`config.mk`:
```
export PLATFORM = sky130hd
export DESIGN_NAME = mc_control_fsm
export DESIGN_NICKNAME = d
export VERILOG_FILES = /design/src/rtl/mc_control_fsm.sv
export SDC_FILE = /design/constraint.sdc
export NUM_CORES = 1
export LEC_CHECK = 0
export CAP_MARGIN = 10
export CORE_ASPECT_RATIO = 1.25
export CORE_MARGIN = 2
export CORE_UTILIZATION = 35
export CTS_CLUSTER_SIZE = 40
export DETAILED_ROUTE_END_ITERATION = 12
export PLACE_DENSITY_LB_ADDON = 0.1
export RECOVER_POWER = 100
export SLEW_MARGIN = 30
export SYNTH_ARGS = -nofsm -noshare
export SYNTH_HDL_FRONTEND = slang
export SYNTH_SLANG_ARGS = --single-unit
```
`constraint.sdc`:
```
create_clock -name clk -period 5.45 [get_ports clk]
set_input_delay 1.635 -clock clk [delete_from_list [all_inputs] [get_ports clk]]
set_output_delay 1.635 -clock clk [all_outputs]
set_load 0.1 [all_outputs]
```
`src/rtl/mc_control_fsm.sv`:
```
// Multi-cycle main control FSM for the RV32I core: sequences one shared ALU and one
// unified memory port through fetch/decode/execute/memory/writeback for each instruction.
module mc_control_fsm #(
  parameter int unsigned MEM_TIMEOUT = 15,
  parameter int unsigned CNT_W       = 16
) (
  input  logic             clk,
  input  logic             rst_n,
  input  logic [6:0]       opcode,
  input  logic [2:0]       funct3,
  input  logic             zero,
  input  logic             mem_ready,
  output logic             mem_req,
  output logic             mem_we,
  output logic             ir_we,
  output logic             pc_we,
  output logic             pc_src,
  output logic             reg_we,
  output logic [1:0]       alu_src_a,
  output logic [1:0]       alu_src_b,
  output logic [1:0]       alu_op,
  output logic [1:0]       result_src,
  output logic             instr_done,
  output logic [CNT_W-1:0] retired,
  output logic             trap
);

  localparam logic [6:0] OpR      = 7'b0110011;
  localparam logic [6:0] OpI      = 7'b0010011;
  localparam logic [6:0] OpLoad   = 7'b0000011;
  localparam logic [6:0] OpStore  = 7'b0100011;
  localparam logic [6:0] OpBranch = 7'b1100011;
  localparam logic [6:0] OpJal    = 7'b1101111;
  localparam logic [7:0] TmoLast  = 8'(MEM_TIMEOUT - 1);

  typedef enum logic [3:0] {
    StFetch, StDecode, StExecR, StExecI, StAluWb, StMemAddr,
    StMemRd, StMemWb, StMemWr, StBranch, StJal, StTrap
  } state_e;

  state_e            state_q, state_d;
  logic [7:0]        tmo_q, tmo_d;
  logic [CNT_W-1:0]  retired_q, retired_d;
  logic              live_q;
  logic              in_mem;
  logic              taken;

  assign in_mem  = (state_q == StFetch) || (state_q == StMemRd) || (state_q == StMemWr);
  assign taken   = funct3[0] ? !zero : zero;
  assign retired = retired_q;

  always_comb begin
    state_d    = state_q;
    tmo_d      = '0;
    retired_d  = retired_q;
    mem_req    = 1'b0;
    mem_we     = 1'b0;
    ir_we      = 1'b0;
    pc_we      = 1'b0;
    pc_src     = 1'b0;
    reg_we     = 1'b0;
    alu_src_a  = 2'd0;
    alu_src_b  = 2'd0;
    alu_op     = 2'd0;
    result_src = 2'd0;
    instr_done = 1'b0;
    trap       = 1'b0;
    // live_q stays low while reset is held so every output reads 0 and the FSM is frozen.
    if (live_q) begin
      case (state_q)
        StFetch: begin
          mem_req   = 1'b1;
          alu_src_b = 2'd2;
          if (mem_ready) begin
            ir_we      = 1'b1;
            pc_we      = 1'b1;
            result_src = 2'd2;
            state_d    = StDecode;
          end
        end
        StDecode: begin
          alu_src_a = 2'd1;
          alu_src_b = 2'd1;
          if (opcode == OpR) state_d = StExecR;
          else if (opcode == OpI) state_d = StExecI;
          else if (opcode == OpLoad || opcode == OpStore) state_d = StMemAddr;
          else if (opcode == OpBranch) state_d = StBranch;
          else if (opcode == OpJal) state_d = StJal;
          else state_d = StTrap;
        end
        StExecR: begin
          alu_src_a = 2'd2;
          alu_op    = 2'd2;
          state_d   = StAluWb;
        end
        StExecI: begin
          alu_src_a = 2'd2;
          alu_src_b = 2'd1;
          alu_op    = 2'd2;
          state_d   = StAluWb;
        end
        StAluWb: begin
          reg_we     = 1'b1;
          instr_done = 1'b1;
          state_d    = StFetch;
        end
        StMemAddr: begin
          alu_src_a = 2'd2;
          alu_src_b = 2'd1;
          state_d   = (opcode == OpStore) ? StMemWr : StMemRd;
        end
        StMemRd: begin
          mem_req = 1'b1;
          if (mem_ready) state_d = StMemWb;
        end
        StMemWb: begin
          reg_we     = 1'b1;
          result_src = 2'd1;
          instr_done = 1'b1;
          state_d    = StFetch;
        end
        StMemWr: begin
          mem_req = 1'b1;
          mem_we  = 1'b1;
          if (mem_ready) begin
            instr_done = 1'b1;
            state_d    = StFetch;
          end
        end
        StBranch: begin
          alu_src_a = 2'd2;
          alu_op    = 2'd1;
          // Only beq/bne are supported; anything else traps without touching the PC.
          if (funct3[2:1] == 2'b00) begin
            pc_we      = taken;
            pc_src     = taken;
            instr_done = 1'b1;
            state_d    = StFetch;
          end else begin
            state_d = StTrap;
          end
        end
        StJal: begin
          alu_src_a  = 2'd1;
          alu_src_b  = 2'd2;
          reg_we     = 1'b1;
          result_src = 2'd2;
          pc_we      = 1'b1;
          pc_src     = 1'b1;
          instr_done = 1'b1;
          state_d    = StFetch;
        end
        StTrap: trap = 1'b1;
        default: state_d = StTrap;
      endcase
      // A ready on the last allowed wait cycle still completes the access.
      if (in_mem && !mem_ready) begin
        if (tmo_q == TmoLast) state_d = StTrap;
        else tmo_d = tmo_q + 8'd1;
      end
      if (instr_done) retired_d = retired_q + CNT_W'(1);
    end
  end

  always_ff @(posedge clk or negedge rst_n) begin
    if (!rst_n) begin
      state_q   <= StFetch;
      tmo_q     <= '0;
      retired_q <= '0;
      live_q    <= 1'b0;
    end else begin
      state_q   <= state_d;
      tmo_q     <= tmo_d;
      retired_q <= retired_d;
      live_q    <= 1'b1;
    end
  end

endmodule

```
# Yosys cells after proc, flatten, opt, wreduce, memory -nomap -nowiden
# Index checks and enable logic that the tools add are counted.
dict set report word_totals {
  out_inout_bits 32
  input_bits 14
  register_bits 29
  elab_cells 86
}
dict set report op_classes {
  n_mux 46
  reduce_logical 16
  eq_ne 18
  n_addsub 2
}
# op n
set op_table {}
lappend op_table {{4-bit 2-to-1 mux} 10}
lappend op_table {{4-bit one-hot mux with 9 select lines} 1}
lappend op_table {{8-bit 2-to-1 mux} 3}
lappend op_table {{1-bit 2-to-1 mux} 19}
lappend op_table {{16-bit by 1-bit adder with 16-bit output (second input constant)} 1}
lappend op_table {{4-bit by 3-bit equality test with 1-bit output (second input constant)} 4}
lappend op_table {{4-bit equality test (second input constant)} 4}
lappend op_table {{7-bit by 6-bit equality test with 1-bit output (second input constant)} 2}
lappend op_table {{7-bit equality test (second input constant)} 2}
lappend op_table {{2-bit 2-to-1 mux} 6}
lappend op_table {{2-bit one-hot mux with 2 select lines} 3}
lappend op_table {{3-bit OR reduction} 3}
lappend op_table {{8-bit by 1-bit adder with 8-bit output (second input constant)} 1}
lappend op_table {{4-bit by 2-bit equality test with 1-bit output (second input constant)} 2}
lappend op_table {{8-bit by 4-bit equality test with 1-bit output (second input constant)} 1}
lappend op_table {{7-bit by 2-bit equality test with 1-bit output (second input constant)} 1}
lappend op_table {{7-bit by 5-bit equality test with 1-bit output (second input constant)} 1}
lappend op_table {{1-bit one-hot mux with 3 select lines} 2}
lappend op_table {{2-bit one-hot mux with 3 select lines} 1}
lappend op_table {{2-bit OR reduction} 3}
lappend op_table {{4-bit by 1-bit equality test with 1-bit output (second input constant)} 1}
lappend op_table {{4-bit zero test} 1}
lappend op_table {{4-bit OR reduction} 1}
lappend op_table {{1-bit logical OR} 3}
lappend op_table {{other kinds (5)} 6}

# Longest topological paths before layout
# Gate-level depths: netlist (run 1).
dict set report logic_depth {
  depth_word 9
  depth_mapped 8
  mapped_depth_nobuf 6
}

# Least setup slack after synthesis (run 1)
# Ideal clock, no wire load.
dict set report synth_timing {
  path_kind {input -> output}
  start {in mem_ready}
  end {out pc_we}
  slack_ns -2.990
  n_path_buf 0
  arrival_ns 6.805
  required_time_ns 3.815
  path_stages 4
  path_cell_list {nor3b_1 -> a21oi_1 -> o31a_1 -> a2111oi_0}
}
dict set report synth_between {
  elab_chain_cells 3
}
# item line_no
set synth_lines {}
lappend synth_lines {{start: declaration} 12} ;# input logic mem_ready,
lappend synth_lines {{1-bit 2-to-1 mux} 74} ;# if (mem_ready) begin
lappend synth_lines {{1-bit one-hot mux with 3 select lines} 70} ;# case (state_q)
lappend synth_lines {{1-bit 2-to-1 mux} 69} ;# if (live_q) begin
lappend synth_lines {{end: declaration} 16} ;# output logic pc_we,
# No other way between the ends.

# Worst setup path after layout (run 1)
dict set report layout_timing {
  start {in mem_ready}
  end {out instr_done}
}
dict set report layout_between {
  elab_chain_cells 4
}
# item line_no
set layout_lines {}
lappend layout_lines {{1-bit 2-to-1 mux} 125} ;# if (mem_ready) begin
lappend layout_lines {{1-bit one-hot mux with 3 select lines} 70}
lappend layout_lines {{1-bit 2-to-1 mux (2 in a row)} 69}
lappend layout_lines {{end: declaration} 23} ;# output logic instr_done,
# No other way between the ends. The select of a mux whose other input is x is not followed.

==> metrics.txt, run 1 <==
# TYPE chip_impl_metric gauge
chip_impl_metric{name="power.ir.vdd_worst",unit="V"} 0.000278
chip_impl_metric{name="timing.hold.ws",unit="ns"} 0.465
chip_impl_metric{name="synth-edff-count",unit=""} 0
chip_impl_metric{name="timing.max_cap.violations",unit=""} 1
chip_impl_info{name="failing_checks",value="capacitance limit, slew limit"} 1
chip_impl_metric{name="hold_bufs_inserted_after_cts",unit=""} 0
chip_impl_metric{name="cts-buffers-inserted",unit=""} 5
chip_impl_metric{name="antenna_left",unit=""} 0
chip_impl_info{name="cts_tree",value="built"} 1
chip_impl_metric{name="layout_worst_path_cycle_share",unit=""} 0.953
chip_impl_metric{name="ys_async_sr_fraction",unit=""} 1.00
chip_impl_metric{name="avgViaCountPerCell",unit=""} 5.22
chip_impl_metric{name="num_io_pins",unit=""} 46
chip_impl_metric{name="detailroute.via_count",unit=""} 1556
chip_impl_info{name="mostFrequentLayoutCells",value="sky130_fd_sc_hd__dfrtp_1 (29), sky130_fd_sc_hd__dlygate4sd3_1 (27), sky130_fd_sc_hd__nor2_1 (19), sky130_fd_sc_hd__xnor2_1 (13), sky130_fd_sc_hd__nand2_1 (12)"} 1
chip_impl_metric{name="timing.final.hold_violations",unit=""} 0
chip_impl_metric{name="drtIter0Drc",unit=""} 96
chip_impl_metric{name="core",unit="sq mm"} 0.00508
chip_impl_metric{name="cts_sinks",unit=""} 29
chip_impl_metric{name="worst_ep_required_time",unit="ns"} 3.82
chip_impl_metric{name="place_congestion",unit=""} 0.763
chip_impl_metric{name="post_synth_inst_count",unit=""} 192
chip_impl_metric{name="clock_skew",unit="ns"} 0.00467
chip_impl_metric{name="flow.area_growth_from_synthesis",unit="%"} 29.2
chip_impl_metric{name="postLayoutCoreUtil",unit=""} 0.468
chip_impl_metric{name="setup_viol",unit=""} 0
chip_impl_metric{name="layout-drive-gt1-share",unit=""} 0.0847
chip_impl_metric{name="synth_cell_type_count",unit=""} 51
chip_impl_metric{name="cts-resized-gates",unit=""} 0
chip_impl_metric{name="mappedNetlistNets",unit=""} 209
chip_impl_metric{name="layoutNonFillerInstCount",unit=""} 298
chip_impl_metric{name="post_synth_instance_area",unit="sq mm"} 0.00184
chip_impl_metric{name="portBuffers",unit=""} 45
chip_impl_metric{name="clkSlewWorstSetupHoldPaths",unit="ns"} 0.06
chip_impl_metric{name="initial_core_util",unit=""} 0.362
chip_impl_metric{name="ctsLongestPathBuffers",unit=""} 2
chip_impl_metric{name="grtUsageTotal",unit=""} 0.159
chip_impl_metric{name="detail_route.wirelength",unit="um"} 4210
chip_impl_metric{name="routedWlPerCell",unit="um"} 14.1
chip_impl_metric{name="postSynthRegisterBits",unit=""} 29
chip_impl_metric{name="placed_cell_area",unit="sq mm"} 0.00237
chip_impl_metric{name="post-cts-setup-buffers",unit=""} 0
chip_impl_metric{name="post-route-min-period",unit="ns"} 5.20
chip_impl_metric{name="htreeDepth",unit=""} 2
chip_impl_metric{name="number_of_nets_in_the_final_layout",unit=""} 252
chip_impl_metric{name="grt_max_degree",unit=""} 30
chip_impl_metric{name="die_area",unit="sq mm"} 0.00586
chip_impl_metric{name="synth.yosys.seq_area_share",unit=""} 0.394
chip_impl_metric{name="initial_antenna_violation_count",unit=""} 0
chip_impl_info{name="worst_hold_path_type",value="flop to flop"} 1
chip_impl_metric{name="worst_slew_margin_rel",unit=""} -0.0133
chip_impl_info{name="layout.cells.most_common",value="sky130_fd_sc_hd__dfrtp_1"} 1
chip_impl_metric{name="antenna_diode_count",unit=""} 0
chip_impl_info{name="rsz_0062_raised_after_global_routing",value="no"} 1
chip_impl_metric{name="synthesis.area_per_instance",unit="sq um"} 9.59
chip_impl_info{name="cts_root_buffer",value="sky130_fd_sc_hd__clkbuf_8"} 1
chip_impl_metric{name="floorplan.die.width",unit="um"} 68.9
chip_impl_metric{name="critical_path_fanouts_max",unit=""} 12
chip_impl_metric{name="max_freq",unit="MHz"} 192
chip_impl_metric{name="grt_first_pass_wirelength",unit="um"} 7200
chip_impl_info{name="worstSetupEndpointType",value="output port"} 1
chip_impl_metric{name="worst_skew_pair.late_latency",unit="ns"} 0.27
chip_impl_info{name="setup.worst_path.start_class",value="input port"} 1
chip_impl_info{name="run_status",value="complete, but fails checks"} 1
chip_impl_metric{name="total_power",unit="mW"} 1.15
chip_impl_metric{name="drc_viols",unit=""} 0
chip_impl_metric{name="firstDrtPassIters",unit=""} 4
chip_impl_metric{name="power_density",unit="mW/mm^2"} 485
chip_impl_metric{name="worstMarginPinSlew",unit="ns"} 1.52
chip_impl_metric{name="numPlacedInstances",unit=""} 290
chip_impl_metric{name="slew_limit_fails",unit=""} 30
chip_impl_metric{name="power_leakage",unit="nW"} 1.01
chip_impl_metric{name="rows",unit=""} 29
chip_impl_metric{name="fin_area",unit="sq mm"} 0.00238
chip_impl_info{name="timing.setup.critical_path_class",value="input port to output port"} 1
chip_impl_metric{name="die_height",unit="um"} 85.1
chip_impl_metric{name="dp_hpwl",unit="um"} 3040
chip_impl_info{name="dominantRegCellSynth",value="sky130_fd_sc_hd__dfrtp_1"} 1
chip_impl_metric{name="first_global_vias",unit=""} 1533
chip_impl_metric{name="grt_overflow_total",unit=""} 0
chip_impl_metric{name="critPathArrivalTime",unit="ns"} 3.56
chip_impl_metric{name="number_of_warnings_printed_during_yosys_synthesis",unit=""} 0
registers in the layout (all words and copies together) (netlist names):
register,flops
retired,16
tmo_q,8
state_q,4
live_q,1
cells by family (layout without fill, tap and decap cells):
logic type,count (synthesis),count (layout),synth area share
multiplexers,2,2,0.0116
XOR/XNOR,22,22,0.105
other,1,1,0.00204
AND/OR/NAND/NOR,93,93,0.289
AO/OA/AOI/OAI,27,27,0.130
adder cells (fa/ha/maj),3,3,0.0204
flip-flops,29,29,0.394
buffers and inverters,15,59,0.0483
worst paths after layout:
check	startpoint	endpoint	slack (ns)	cells after the start
min in group asynchronous	rst_n	tmo_q[2]	2.26	2
max reg2reg	state_q[0]	retired[15]	2.87	5
max	mem_ready	instr_done	0.25	6
max in group asynchronous	rst_n	retired[4]	2.30	2
min	retired[15]	retired[15]	0.47	1
min reg2reg	retired[15]	retired[15]	0.47	1
layer usage:
metal / share of wire / global-route usage / up-vias
li1: - / - / 773
met1: 0.46 / 0.211 / 722
met2: 0.46 / 0.246 / 50
met3: 0.061 / 0.0371 / 11
met4: 0.026 / 0.0642 / 0
met5: 0 / 0 / -
final cells by class:
cell class,instances,area [sq um]
inverter,4,15.0
multi-input combinational,148,1000
fill,536,2700
timing repair buffer,47,455
clock buffer,7,96.3
tap,62,77.6
sequential,29,726
clock inverter,1,5.00
where the power goes:
| group | internal, mW | switching, mW | leakage [nW] |
|---|---|---|---|
| logic | 0.171 | 0.458 | 0.567 |
| registers | 0.244 | 0.0893 | 0.388 |
| clock network | 0.114 | 0.0784 | 0.0542 |
stage by stage:
step / TNS, ns / setup WS, ns
floorplan: -0.279 / -0.279
global placement: 0 / 0.420
detailed placement: 0 / 0.424
CTS: 0 / 0.415
global route: 0 / 0.174
finish: 0 / 0.254
synthesized netlist by cell type, drive strengths merged, types with 4 or more instances:
cell,n,area [sq um]
clkbuf,5,18.8
buf,6,55.1
a21oi,6,30.0
xnor2,13,114
nand3,5,25.0
nand2b,11,68.8
nor3b,7,62.6
nor2,19,71.3
nand4,8,50.1
nand2,12,45.0
dfrtp,29,726
nor4,4,25.0
nor3,7,35.0
and2,4,25.0
xor2,9,78.8
critical path, cell delays in order:
cell and delay, ns:
sky130_fd_sc_hd__dlygate4sd3_1 0.54, sky130_fd_sc_hd__clkbuf_1 0.22, sky130_fd_sc_hd__or3b_1 0.40, sky130_fd_sc_hd__o41ai_1 0.13, sky130_fd_sc_hd__a22o_4 0.28, sky130_fd_sc_hd__clkbuf_4 0.35
No activity file was read; power rests on OpenSTA's default activity.
==> run 2, diff against run 1 <==
CTS_CLUSTER_SIZE = unset   (was 40)
==> results of run 2 <==
No change in the layout: final DEF, timing and power equal those of run 1.
